[src/rtl/dffram_pin_pkg.sv]
// -----------------------------------------------------------------------------
// dffram_pin_pkg
// Shared definitions for the DFF-RAM pin-protocol host:
//   - state_t    : host FSM states
//   - pin fields : bit positions inside the 8-bit uio pin word
//   - mk_pin()   : packs {addr, en, we} into a uio pin word
// -----------------------------------------------------------------------------
package dffram_pin_pkg;

    localparam int ADDR_W   = 3;   // word address width, fixed by the pin map
    localparam int DATA_W   = 32;  // request/response word width
    localparam int PIN_W    = 8;   // width of each pin bus
    localparam int LANES    = 4;   // byte lanes per word

    // uio pin word layout: [7:5]=address, [4]=EN, [3:0]=one-hot WE lane
    localparam int WE_LSB   = 0;
    localparam int WE_W     = 4;
    localparam int EN_BIT   = 4;
    localparam int ADDR_LSB = 5;

    localparam logic [PIN_W-1:0] PIN_IDLE = 8'h00;

    typedef enum logic [2:0] {
        IDLE,
        WR_BYTE,
        RD_CMD,
        RD_WAIT,
        RD_CAP,
        GAP_S,
        RESP
    } state_t;

    function automatic logic [PIN_W-1:0] mk_pin(
        input logic [ADDR_W-1:0] addr,
        input logic              en,
        input logic [WE_W-1:0]   we
    );
        logic [PIN_W-1:0] p;
        p                       = PIN_IDLE;
        p[ADDR_LSB +: ADDR_W]   = addr;
        p[EN_BIT]               = en;
        p[WE_LSB +: WE_W]       = we;
        return p;
    endfunction

endpackage

[src/rtl/dffram_pin_host_if.sv]
// -----------------------------------------------------------------------------
// dffram_pin_host_if
// Word-level request/response bus between a requester and dffram_pin_host.
//   req_valid/req_ready : request handshake (accept on both high)
//   req_write           : 1 = write, 0 = read
//   req_addr            : word address
//   req_wdata/req_wmask : write word and byte-lane enables
//   rsp_valid           : one-cycle completion pulse
//   rsp_rdata           : read word (held between reads)
//   busy                : host not idle
// Modports: master = requester side, slave = host side.
// -----------------------------------------------------------------------------
interface dffram_pin_host_if;
    import dffram_pin_pkg::*;

    logic                req_valid;
    logic                req_ready;
    logic                req_write;
    logic [ADDR_W-1:0]   req_addr;
    logic [DATA_W-1:0]   req_wdata;
    logic [LANES-1:0]    req_wmask;
    logic                rsp_valid;
    logic [DATA_W-1:0]   rsp_rdata;
    logic                busy;

    modport master (
        output req_valid, req_write, req_addr, req_wdata, req_wmask,
        input  req_ready, rsp_valid, rsp_rdata, busy
    );

    modport slave (
        input  req_valid, req_write, req_addr, req_wdata, req_wmask,
        output req_ready, rsp_valid, rsp_rdata, busy
    );

endinterface

[src/rtl/dffram_pin_rx_shift.sv]
// -----------------------------------------------------------------------------
// dffram_pin_rx_shift
// Four-byte capture shifter for read data arriving byte-serially on pin_uo.
// Each load shifts the new byte in at the top, so after four loads the first
// byte received sits in [7:0] and the fourth in [31:24].
//   clk, rst_n : clock, asynchronous active-low reset
//   i_clear    : clear the capture register (new request)
//   i_load     : shift i_byte in
//   i_byte     : byte sampled from the RAM pins
//   o_data     : assembled 32-bit word
// -----------------------------------------------------------------------------
module dffram_pin_rx_shift
    import dffram_pin_pkg::*;
(
    input  logic              clk,
    input  logic              rst_n,
    input  logic              i_clear,
    input  logic              i_load,
    input  logic [PIN_W-1:0]  i_byte,
    output logic [DATA_W-1:0] o_data
);

    logic [DATA_W-1:0] r_data;

    // NOTE: sequential state uses non-blocking assignments so every register
    // samples the pre-edge value of its sources, independent of block order.
    always_ff @(posedge clk or negedge rst_n) begin
        if (!rst_n) begin
            r_data <= '0;
        end else if (i_clear) begin
            r_data <= '0;
        end else if (i_load) begin
            r_data <= {i_byte, r_data[DATA_W-1:PIN_W]};
        end
    end

    assign o_data = r_data;

endmodule

[src/rtl/dffram_pin_host.sv]
// -----------------------------------------------------------------------------
// dffram_pin_host
// Host-side initiator for the 8x32 DFF-RAM pin protocol. Converts word-level
// requests into byte-serial pin cycles and reassembles 4-byte read data.
//   clk, rst_n : clock, asynchronous active-low reset
//   bus        : request/response interface (slave modport)
//   pin_ui     : write byte driven to RAM ui_in (registered)
//   pin_uio    : {addr, EN, WE one-hot} driven to RAM uio_in (registered)
//   pin_uo     : read byte sampled from RAM uo_out
// Parameters:
//   READ_LAT : cycles from the read-command pin cycle to the first valid byte (1..7)
//   GAP      : idle pin cycles inserted after every request (0..3)
// Timing: pins for the first transfer cycle are loaded on the accept edge;
// rsp_valid is registered out of RESP, so it is visible in the IDLE cycle
// that follows RESP.
// -----------------------------------------------------------------------------
module dffram_pin_host
    import dffram_pin_pkg::*;
#(
    parameter int unsigned READ_LAT = 2,
    parameter int unsigned GAP      = 1
) (
    input  logic              clk,
    input  logic              rst_n,
    dffram_pin_host_if.slave  bus,
    output logic [PIN_W-1:0]  pin_ui,
    output logic [PIN_W-1:0]  pin_uio,
    input  logic [PIN_W-1:0]  pin_uo
);

    // Counter preload values; guarded so out-of-range casts never occur.
    localparam int          GAP_N     = (GAP > 0) ? int'(GAP) - 1 : 0;
    localparam int          WAIT_N    = (READ_LAT > 1) ? int'(READ_LAT) - 2 : 0;
    localparam logic [2:0]  GAP_LOAD  = 3'(GAP_N);
    localparam logic [2:0]  WAIT_LOAD = 3'(WAIT_N);

    state_t             r_state;
    logic [ADDR_W-1:0]  r_addr;
    logic [DATA_W-1:0]  r_wdata;
    logic [LANES-1:0]   r_wmask_rem;   // lanes not yet sent (excludes current)
    logic               r_write;
    logic [2:0]         r_cnt;         // wait / capture / gap counter
    logic [PIN_W-1:0]   r_pin_ui;
    logic [PIN_W-1:0]   r_pin_uio;
    logic               r_rsp_valid;
    logic [DATA_W-1:0]  r_rsp_rdata;

    logic [LANES-1:0]   w_search_mask;
    logic [DATA_W-1:0]  w_search_data;
    logic [1:0]         w_lane;
    logic               w_found;
    logic [LANES-1:0]   w_mask_clr;
    logic [PIN_W-1:0]   w_lane_byte;
    logic               w_accept;
    logic               w_cap;
    logic [DATA_W-1:0]  w_rx_data;

    // State entered once the pin transfer of a request is finished.
    function automatic state_t post_xfer_state();
        return (GAP > 0) ? GAP_S : RESP;
    endfunction

    assign w_accept = (r_state == IDLE) && bus.req_valid;
    assign w_cap    = (r_state == RD_CAP);

    // In IDLE the search looks at the incoming request so the first lane can
    // be driven on the accept edge; afterwards it walks the remaining mask.
    assign w_search_mask = (r_state == IDLE) ? bus.req_wmask : r_wmask_rem;
    assign w_search_data = (r_state == IDLE) ? bus.req_wdata : r_wdata;

    // NOTE: every always_comb output gets a default first, so no path can
    // leave it unassigned and infer a latch.
    always_comb begin
        w_lane  = 2'd0;
        w_found = 1'b0;
        // Descending scan: the last hit is the lowest set lane.
        for (int i = LANES - 1; i >= 0; i--) begin
            if (w_search_mask[i]) begin
                w_lane  = 2'(i);
                w_found = 1'b1;
            end
        end
    end

    assign w_mask_clr  = w_search_mask & ~(4'b0001 << w_lane);
    assign w_lane_byte = w_search_data[{w_lane, 3'b000} +: PIN_W];

    dffram_pin_rx_shift u_rx_shift (
        .clk     (clk),
        .rst_n   (rst_n),
        .i_clear (w_accept),
        .i_load  (w_cap),
        .i_byte  (pin_uo),
        .o_data  (w_rx_data)
    );

    always_ff @(posedge clk or negedge rst_n) begin
        if (!rst_n) begin
            r_state     <= IDLE;
            r_addr      <= '0;
            r_wdata     <= '0;
            r_wmask_rem <= '0;
            r_write     <= 1'b0;
            r_cnt       <= '0;
            r_pin_ui    <= PIN_IDLE;
            r_pin_uio   <= PIN_IDLE;
            r_rsp_valid <= 1'b0;
            r_rsp_rdata <= '0;
        end else begin
            r_rsp_valid <= 1'b0;
            case (r_state)
                IDLE: begin
                    if (bus.req_valid) begin
                        r_addr  <= bus.req_addr;
                        r_wdata <= bus.req_wdata;
                        r_write <= bus.req_write;
                        if (bus.req_write) begin
                            if (w_found) begin
                                r_pin_uio   <= mk_pin(bus.req_addr, 1'b1, 4'b0001 << w_lane);
                                r_pin_ui    <= w_lane_byte;
                                r_wmask_rem <= w_mask_clr;
                                r_state     <= WR_BYTE;
                            end else begin
                                // Empty mask: no pin activity at all.
                                r_cnt   <= GAP_LOAD;
                                r_state <= post_xfer_state();
                            end
                        end else begin
                            r_pin_uio <= mk_pin(bus.req_addr, 1'b1, 4'b0000);
                            r_pin_ui  <= PIN_IDLE;
                            r_state   <= RD_CMD;
                        end
                    end
                end

                WR_BYTE: begin
                    if (w_found) begin
                        r_pin_uio   <= mk_pin(r_addr, 1'b1, 4'b0001 << w_lane);
                        r_pin_ui    <= w_lane_byte;
                        r_wmask_rem <= w_mask_clr;
                    end else begin
                        r_pin_uio <= PIN_IDLE;
                        r_pin_ui  <= PIN_IDLE;
                        r_cnt     <= GAP_LOAD;
                        r_state   <= post_xfer_state();
                    end
                end

                RD_CMD: begin
                    r_pin_uio <= PIN_IDLE;
                    r_pin_ui  <= PIN_IDLE;
                    if (READ_LAT > 1) begin
                        r_cnt   <= WAIT_LOAD;
                        r_state <= RD_WAIT;
                    end else begin
                        r_cnt   <= '0;
                        r_state <= RD_CAP;
                    end
                end

                RD_WAIT: begin
                    if (r_cnt == 3'd0) begin
                        r_state <= RD_CAP;
                    end else begin
                        r_cnt <= r_cnt - 3'd1;
                    end
                end

                // The shifter loads every RD_CAP cycle; the count only tracks
                // when the fourth byte has gone in.
                RD_CAP: begin
                    if (r_cnt == 3'd3) begin
                        r_cnt   <= GAP_LOAD;
                        r_state <= post_xfer_state();
                    end else begin
                        r_cnt <= r_cnt + 3'd1;
                    end
                end

                GAP_S: begin
                    if (r_cnt == 3'd0) begin
                        r_state <= RESP;
                    end else begin
                        r_cnt <= r_cnt - 3'd1;
                    end
                end

                RESP: begin
                    r_rsp_valid <= 1'b1;
                    if (!r_write) begin
                        r_rsp_rdata <= w_rx_data;
                    end
                    r_state <= IDLE;
                end

                default: begin
                    r_pin_uio <= PIN_IDLE;
                    r_pin_ui  <= PIN_IDLE;
                    r_state   <= IDLE;
                end
            endcase
        end
    end

    assign pin_ui        = r_pin_ui;
    assign pin_uio       = r_pin_uio;
    assign bus.req_ready = (r_state == IDLE);
    assign bus.busy      = (r_state != IDLE);
    assign bus.rsp_valid = r_rsp_valid;
    assign bus.rsp_rdata = r_rsp_rdata;

endmodule
[src/flat_wrapper.sv]
// flat-port wrapper written by rule: the top's interface ports become plain ports
module dffram_pin_host_flat import dffram_pin_pkg::*;
#(
    parameter int unsigned READ_LAT = 2,
    parameter int unsigned GAP      = 1
)
  (clk, rst_n, pin_ui, pin_uio, pin_uo, bus_req_valid, bus_req_write, bus_req_addr, bus_req_wdata, bus_req_wmask, bus_req_ready, bus_rsp_valid, bus_rsp_rdata, bus_busy);
  dffram_pin_host_if bus_i ();
  input  logic clk;
  input  logic rst_n;
  output logic [PIN_W-1:0] pin_ui;
  output logic [PIN_W-1:0] pin_uio;
  input  logic [PIN_W-1:0] pin_uo;
  input wire logic [$bits(bus_i.req_valid)-1:0] bus_req_valid;
  input wire logic [$bits(bus_i.req_write)-1:0] bus_req_write;
  input wire logic [$bits(bus_i.req_addr)-1:0] bus_req_addr;
  input wire logic [$bits(bus_i.req_wdata)-1:0] bus_req_wdata;
  input wire logic [$bits(bus_i.req_wmask)-1:0] bus_req_wmask;
  output wire logic [$bits(bus_i.req_ready)-1:0] bus_req_ready;
  output wire logic [$bits(bus_i.rsp_valid)-1:0] bus_rsp_valid;
  output wire logic [$bits(bus_i.rsp_rdata)-1:0] bus_rsp_rdata;
  output wire logic [$bits(bus_i.busy)-1:0] bus_busy;
  assign bus_i.req_valid = bus_req_valid;
  assign bus_i.req_write = bus_req_write;
  assign bus_i.req_addr = bus_req_addr;
  assign bus_i.req_wdata = bus_req_wdata;
  assign bus_i.req_wmask = bus_req_wmask;
  assign bus_req_ready = bus_i.req_ready;
  assign bus_rsp_valid = bus_i.rsp_valid;
  assign bus_rsp_rdata = bus_i.rsp_rdata;
  assign bus_busy = bus_i.busy;
  dffram_pin_host #(.READ_LAT(READ_LAT), .GAP(GAP)) u_core (.clk(clk), .rst_n(rst_n), .bus(bus_i), .pin_ui(pin_ui), .pin_uio(pin_uio), .pin_uo(pin_uo));
endmodule
[config.mk]
export PLATFORM = sky130hd
export DESIGN_NAME = dffram_pin_host_flat
export DESIGN_NICKNAME = d
export VERILOG_FILES = /design/src/rtl/dffram_pin_pkg.sv /design/src/rtl/dffram_pin_host_if.sv /design/src/rtl/dffram_pin_rx_shift.sv /design/src/rtl/dffram_pin_host.sv /design/src/flat_wrapper.sv
export SDC_FILE = /design/constraint.sdc
export NUM_CORES = 1
export LEC_CHECK = 0
export BUFFER_PORTS_ARGS = -buffer_cell sky130_fd_sc_hd__buf_2
export CELL_PAD_IN_SITES_DETAIL_PLACEMENT = 2
export CELL_PAD_IN_SITES_GLOBAL_PLACEMENT = 2
export CORE_MARGIN = 5
export CORE_UTILIZATION = 39
export CTS_CLUSTER_DIAMETER = 80
export DETAILED_ROUTE_END_ITERATION = 6
export PLACE_DENSITY = 0.93
export SETUP_SLACK_MARGIN = 0.3
export SLEW_MARGIN = 10
export SYNTH_ARGS = -nofsm -noshare
export SYNTH_HDL_FRONTEND = slang
export SYNTH_SLANG_ARGS = --single-unit
[constraint.sdc]
create_clock -name clk -period 4.5 [get_ports clk]
set_input_delay 0 -clock clk [delete_from_list [all_inputs] [get_ports clk]]
set_output_delay 0 -clock clk [all_outputs]
set_load 0.01 [all_outputs]
==> impl_metrics.ini, run 1 <==
[outcome]
status = complete, but fails checks
violations = design-rule violations

[clock_network]
clock-sinks = 127
hold_buffers = 46
worstSkewPairLatency_ns = 0.43
cts_made_buffers = 17
h-tree-depth = 4
clk_pin_slew_ns = 0.06
cts_buffer_depth = 2
ctsRootBufferMaster = clkbuf_16
cts_tree = done
post_cts_buffers = 0
cts_resized = 0

[global_route]
grt_overflow = 0
grt_pass1_wl_um = 34200
grt_use_total = 0.248
grt_pass1_vias = 5875
antenna_found_initial = 0
grt_max_degree = 72

[synthesis]
synth_top_cells_by_count = dfrtp_1 (127), nand2_1 (88), mux2_2 (66)
avgSynthCellArea_um2 = 10.7
synthMuxAreaShare = 0.127
synth_cells = 560
synth_ff_type = dfrtp_1
synth_simple_gate_area_share = 0.140
synth_xor_xnor_area_share = 0.00146
synth-compound-area-share = 0.152
synth_enable_flop_cells = 0
synthTopCellsByArea = dfrtp_1 (53%), mux2_2 (12%), nand2_1 (5.5%), o21ai_0 (3.3%), o22ai_1 (1.8%)
synth_fa_ha_area_frac = 0.00625
synth_largest_area_cell = dfrtp_1
syn_area_um2 = 6010
yosys_warnings = 0
yosysMostFrequentCell = dfrtp_1
ys_types = 59
synth-seq-cells = 127
synth_top_family_by_area = compound AO/OA/AOI/OAI gates
synth_top_area_share = 0.529
synthArstFlopShare = 1.00
syn-num-nets = 614
yosysSeqAreaShare = 0.529

[timing]
worst_slack_ns = 1.25
rsz0062_at_grt = false
fin_tns_setup_ns = 0
worst_pin_slew_ns = 1.10
slew_viol_final = 0
min_period_over_period = 0.722
fmax_ghz = 0.308
setup_viol = 0
hold_viol = 0
slew_headroom = 0.261
period_needed_ns = 3.25
skew_ns = 0.00934

[hold_path]
hp-class = input pin to flip-flop

[worst_setup_path]
crit_chain = or3_4 -> inv_2 -> nand2_2 -> buf_4 -> mux2_2
cp_max_fo = 46
cp_data_arrival_time_ns = 3.55
crit_path_end_kind = flip-flop
critPathLaunchType = flip-flop
cp-endpoint = u_core.r_addr[2]
critical_path.max_stage_delay_ns = 0.76
crit_slowest_cell = nand2_2
critPathLaunch = u_core.r_state[2]
timing.rr.end = u_core.r_addr[2]
reg2reg_from = u_core.r_state[2]
rr_worst_depth = 5
worstPathRequired_ns = 4.81
worstSetupPathType = flip-flop to flip-flop
r2r_slack_ns = 1.25

[route]
vias_per_cell = 5.65
wire_per_inst_um = 24.1
route.detailed.drc = 4
drt_first_pass_iters = 7
wl_um = 21500
ant_nets = 0
drt_iter0_drc = 246
vias = 5041

[layout]
nets = 746
antenna_cells = 0
drive_gt1_frac = 0.319
area_growth_pct = 26.5
n_fill_cell = 1508

[floorplan]
start_util = 0.397
num_io_pins = 102
fp-row-count = 45
die_x_um = 134
core_area_um2 = 15100
dieArea_um2 = 18000
die_h_um = 134

[run]
cap_violations = 0

[power_and_ir_drop]
p_leak_nw = 3.51
power_density_nw_per_um2 = 726
ir_drop_mv = 0.333

[placement]
finalWeightedCongestion = 0.811
place_ws_ns = 1.35
port_buffers = 101
dp_hpwl_um = 13200
[cells in the final DEF (no fill, tap or decap), types with 3 or more instances in the layout]
| master | instances |
|---|---|
| dfrtp_1 | 127 |
| buf_2 | 100 |
| nand2_1 | 87 |
| mux2_2 | 66 |
| dlygate4sd3_1 | 46 |
| o21ai_0 | 40 |
| nor2_1 | 22 |
| a21oi_1 | 20 |
| nor3_1 | 18 |
| o22ai_1 | 17 |
| clkbuf_16 | 17 |
| inv_1 | 16 |
| nor2b_1 | 15 |
| o31ai_1 | 13 |
| o22a_1 | 7 |
| a221oi_1 | 7 |
| buf_4 | 7 |
| clkinvlp_4 | 5 |
| nor3b_1 | 4 |
| inv_6 | 4 |
| nor4_4 | 3 |
| a31oi_1 | 3 |
| nand3_1 | 3 |
| ha_1 | 3 |
[critical path, delay by kind of cell, from the launching register on]
family / cells / cell delay [ns]
AND/OR/NAND/NOR: 2 / 1.26
buffers and inverters: 2 / 0.97
multiplexers: 1 / 0.30
flip-flops: 1 / 0.55
[routing by layer]
layer	global-route usage	share of wire	routed length, um	up-vias
li1	-	-	-	2250
met1	0.281	0.40	8560	2608
met2	0.464	0.54	11600	146
met3	0.0461	0.038	824	37
met4	0.0894	0.023	488	0
met5	0	0	0	-
[cells by family (layout without fill, tap and decap cells)]
family / Yosys count / after routing
multiplexers: 68 / 68
AO/OA/AOI/OAI: 134 / 134
buffers and inverters: 57 / 202
AND/OR/NAND/NOR: 170 / 170
XOR/XNOR: 1 / 1
flip-flops: 127 / 127
adder cells (fa/ha/maj): 3 / 3
[power breakdown]
part / switching, mW / internal, mW / leakage, nW
logic: 1.27 / 0.889 / 1.61
registers: 0.438 / 1.63 / 1.65
clock network: 0.579 / 0.713 / 0.252
[worst min-delay path by stage]
stage	depth (start not counted)	start	endpoint
after detailed placement	1	rst_n	u_core.bus.rsp_rdata[0]
after global routing	2	bus_req_wmask[0]	u_core.r_wmask_rem[1]
after floorplan	0	rst_n	u_core.bus.rsp_rdata[0]
after CTS	3	bus_req_wmask[2]	u_core.r_wmask_rem[3]
after global placement	1	rst_n	u_core.pin_uio[5]
final	3	bus_req_wmask[2]	u_core.r_wmask_rem[3]
[registers in the layout (all words and copies together) (netlist names)]
name,flops
u_core.r_write,1
u_core.bus.rsp_rdata,32
u_core.pin_ui,8
u_core.bus.rsp_valid,1
u_core.u_rx_shift.o_data,32
u_core.r_wdata,32
u_core.r_addr,3
u_core.pin_uio,8
u_core.r_state,3
u_core.r_wmask_rem,4
u_core.r_cnt,3
[through the flow]
| step | instances | power [mW] | util | hold slack, ns | area [um^2] |
|---|---|---|---|---|---|
| after CTS | 893 | 5.47 | 0.502 | 0.123 | 7600 |
| after global routing | 893 | 5.83 | 0.502 | 0.147 | 7600 |
| final | 893 | 5.52 | 0.502 | 0.134 | 7600 |
| after detailed placement | 815 | 4.12 | 0.436 | 0.200 | 6600 |
| after floorplan | 560 | 3.38 | - | -0.296 | 6010 |
| after global placement | 815 | 3.89 | 0.436 | 0.191 | 6600 |
[final cells by class]
cell class / count / area (um^2) / share of cell area
sequential: 127 / 3180 / 0.418
multi-input combinational: 376 / 2570 / 0.338
timing repair buffer: 153 / 1010 / 0.133
clock buffer: 18 / 429 / 0.0564
tap: 188 / 235 / 0.0309
clock inverter: 14 / 111 / 0.0146
inverter: 17 / 63.8 / 0.00839
(Power assumes the default switching activity.)
==> run 2: changes to the inputs <==
- CORE_UTILIZATION: 39 -> 36
- PLACE_DENSITY: 0.93 -> 0.87
- clock period: 4.5 -> 3.1 ns (I/O delays scaled with it)
==> impl_metrics.ini, run 2 (synthesis gave the netlist of run 1 again) <==
[global_route]
grt_use_total = 0.228
grt_overflow = 0
met1_usage = 0.258
groute.layer.met2.usage = 0.423
grt_pass1_wl_um = 34400
use_met3 = 0.0431
grt_pass1_vias = 5938
grt-busiest-layer = met2
antenna_found_initial = 1
grt_max_degree = 71

[clock_network]
clk_pin_slew_ns = 0.06
post_cts_buffers = 0
cts_tree = done
h-tree-depth = 4
cts_buffer_depth = 2
cts_made_buffers = 17
worstSkewPairLatency_ns = 0.43
ctsRootBufferMaster = clkbuf_16
clock-sinks = 127

[floorplan]
num_io_pins = 102
dieArea_um2 = 19400
die_x_um = 139
die_h_um = 139
fp-row-count = 47
core_area_um2 = 16500
start_util = 0.365

[timing]
setup_viol = 0
period_needed_ns = 2.44
hold_viol = 0
slew_headroom = 0.375
slew_viol_final = 0
fin_hold_ws_ns = 0.145
fmax_ghz = 0.410
rsz0062_at_grt = false
worst_pin_slew_ns = 0.938
worst_slack_ns = 0.663
fin_tns_setup_ns = 0
skew_ns = 0.0129
min_period_over_period = 0.786

[layout]
area_growth_pct = 28.9
multi_input_area_um2 = 2570
drive_gt1_frac = 0.326
n_fill_cell = 1680
design_area_um2 = 7750
layout_commonest_cell = dfrtp_1
nets = 752
final_cell_mix = dfrtp_1 (127), buf_2 (100), nand2_1 (87), mux2_2 (66), dlygate4sd3_1 (46)
seq_area_um2 = 3180

[hold_path]
hp-class = input pin to flip-flop

[outcome]
status = complete, no violations

[placement]
port_buffers = 101
finalWeightedCongestion = 0.793
dp_hpwl_um = 13100
place_area_um2 = 6700
place_ws_ns = 0.525

[route]
vias = 5042
route.detailed.drc = 0
ant_nets = 0
wire_per_inst_um = 23.0
drt_iter0_drc = 250
wl_um = 21500
drt_first_pass_iters = 6
vias_per_cell = 5.41

[worst_setup_path]
worstPathRequired_ns = 3.41
path_buf_inv = 2
r2r_slack_ns = 0.66
cpMostUsedCell = nand2_1
critical_path.max_stage_delay_ns = 0.54
critPathLaunchType = flip-flop
crit_slowest_cell = or3_4
cp_top_family = simple AND/OR/NAND/NOR gates
worstSetupPathType = flip-flop to flip-flop
crit_chain = or3_4 -> inv_4 -> nand3_1 -> nand2_1 -> buf_4 -> nand2_1 -> o31ai_1
cp_max_fo = 31
cp_data_arrival_time_ns = 2.75
crit_path_end_kind = flip-flop

[power_and_ir_drop]
power_density_nw_per_um2 = 1050
p_leak_nw = 3.56
ir_drop_mv = 0.534

[run]
cap_violations = 0
run 2: cell count changes in the layout (fill, tap and decap cells not counted), sizes merged:
cell	delta
buf	+6
clkinv	-3
inv	+3
bufinv	+1
clkinvlp	-1
diode	+1
run 2: metrics by stage:
step	utilization	power (mW)	instances
after floorplan	-	4.90	560
after global placement	0.407	5.70	853
after detailed placement	0.407	6.01	853
after CTS	0.470	8.17	931
after global routing	0.471	8.66	932
final	0.471	8.17	932
run 2: path summary, 6_finish.rpt:
| check | endpoint | cells after the start | startpoint |
|---|---|---|---|
| min in group asynchronous | u_core.bus.rsp_rdata[24] | 2 | rst_n |
| min | u_core.r_cnt[1] | 5 | bus_req_valid |
| max | u_core.pin_uio[0] | 7 | u_core.r_state[1] |
| max reg2reg | u_core.pin_uio[0] | 7 | u_core.r_state[1] |
| min reg2reg | u_core.pin_uio[7] | 2 | u_core.pin_uio[7] |
| max in group asynchronous | u_core.bus.rsp_rdata[2] | 3 | rst_n |
run 2: cell type report:
type                       count  area share
clock inverter                14      0.0186
timing repair buffer         159       0.138
clock buffer                  18      0.0567
inverter                      17     0.00856
sequential                   127       0.410
tap                          220      0.0355
antenna                        1    0.000323
multi-input combinational    376       0.332
run 2: tightest hold or removal path, cell delays in order:
cell	delay [ns]
buf_2	0.14
nand2_1	0.07
a32oi_1	0.08
o211ai_4	0.13
a21oi_1	0.09
run 2: where the power goes:
| group | leakage, nW | total, mW | internal, mW | switching, mW |
|---|---|---|---|---|
| logic | 1.64 | 3.17 | 1.32 | 1.85 |
| registers | 1.65 | 2.99 | 2.37 | 0.625 |
| clock network | 0.275 | 2.00 | 1.15 | 0.848 |
run 2: layer usage:
layer | share of wire | vias to the layer above | wire, um
met5 | 0 | - | 0
met4 | 0.031 | 0 | 673
met3 | 0.041 | 36 | 883
met2 | 0.54 | 155 | 11700
met1 | 0.38 | 2584 | 8230
li1 | - | 2267 | -
run 2: repair_timing:
action	CTS	global route
endpoints found under the setup margin	0	2
hold buffers	46	0
endpoints found under the hold margin	112	0
resized for setup	0	2
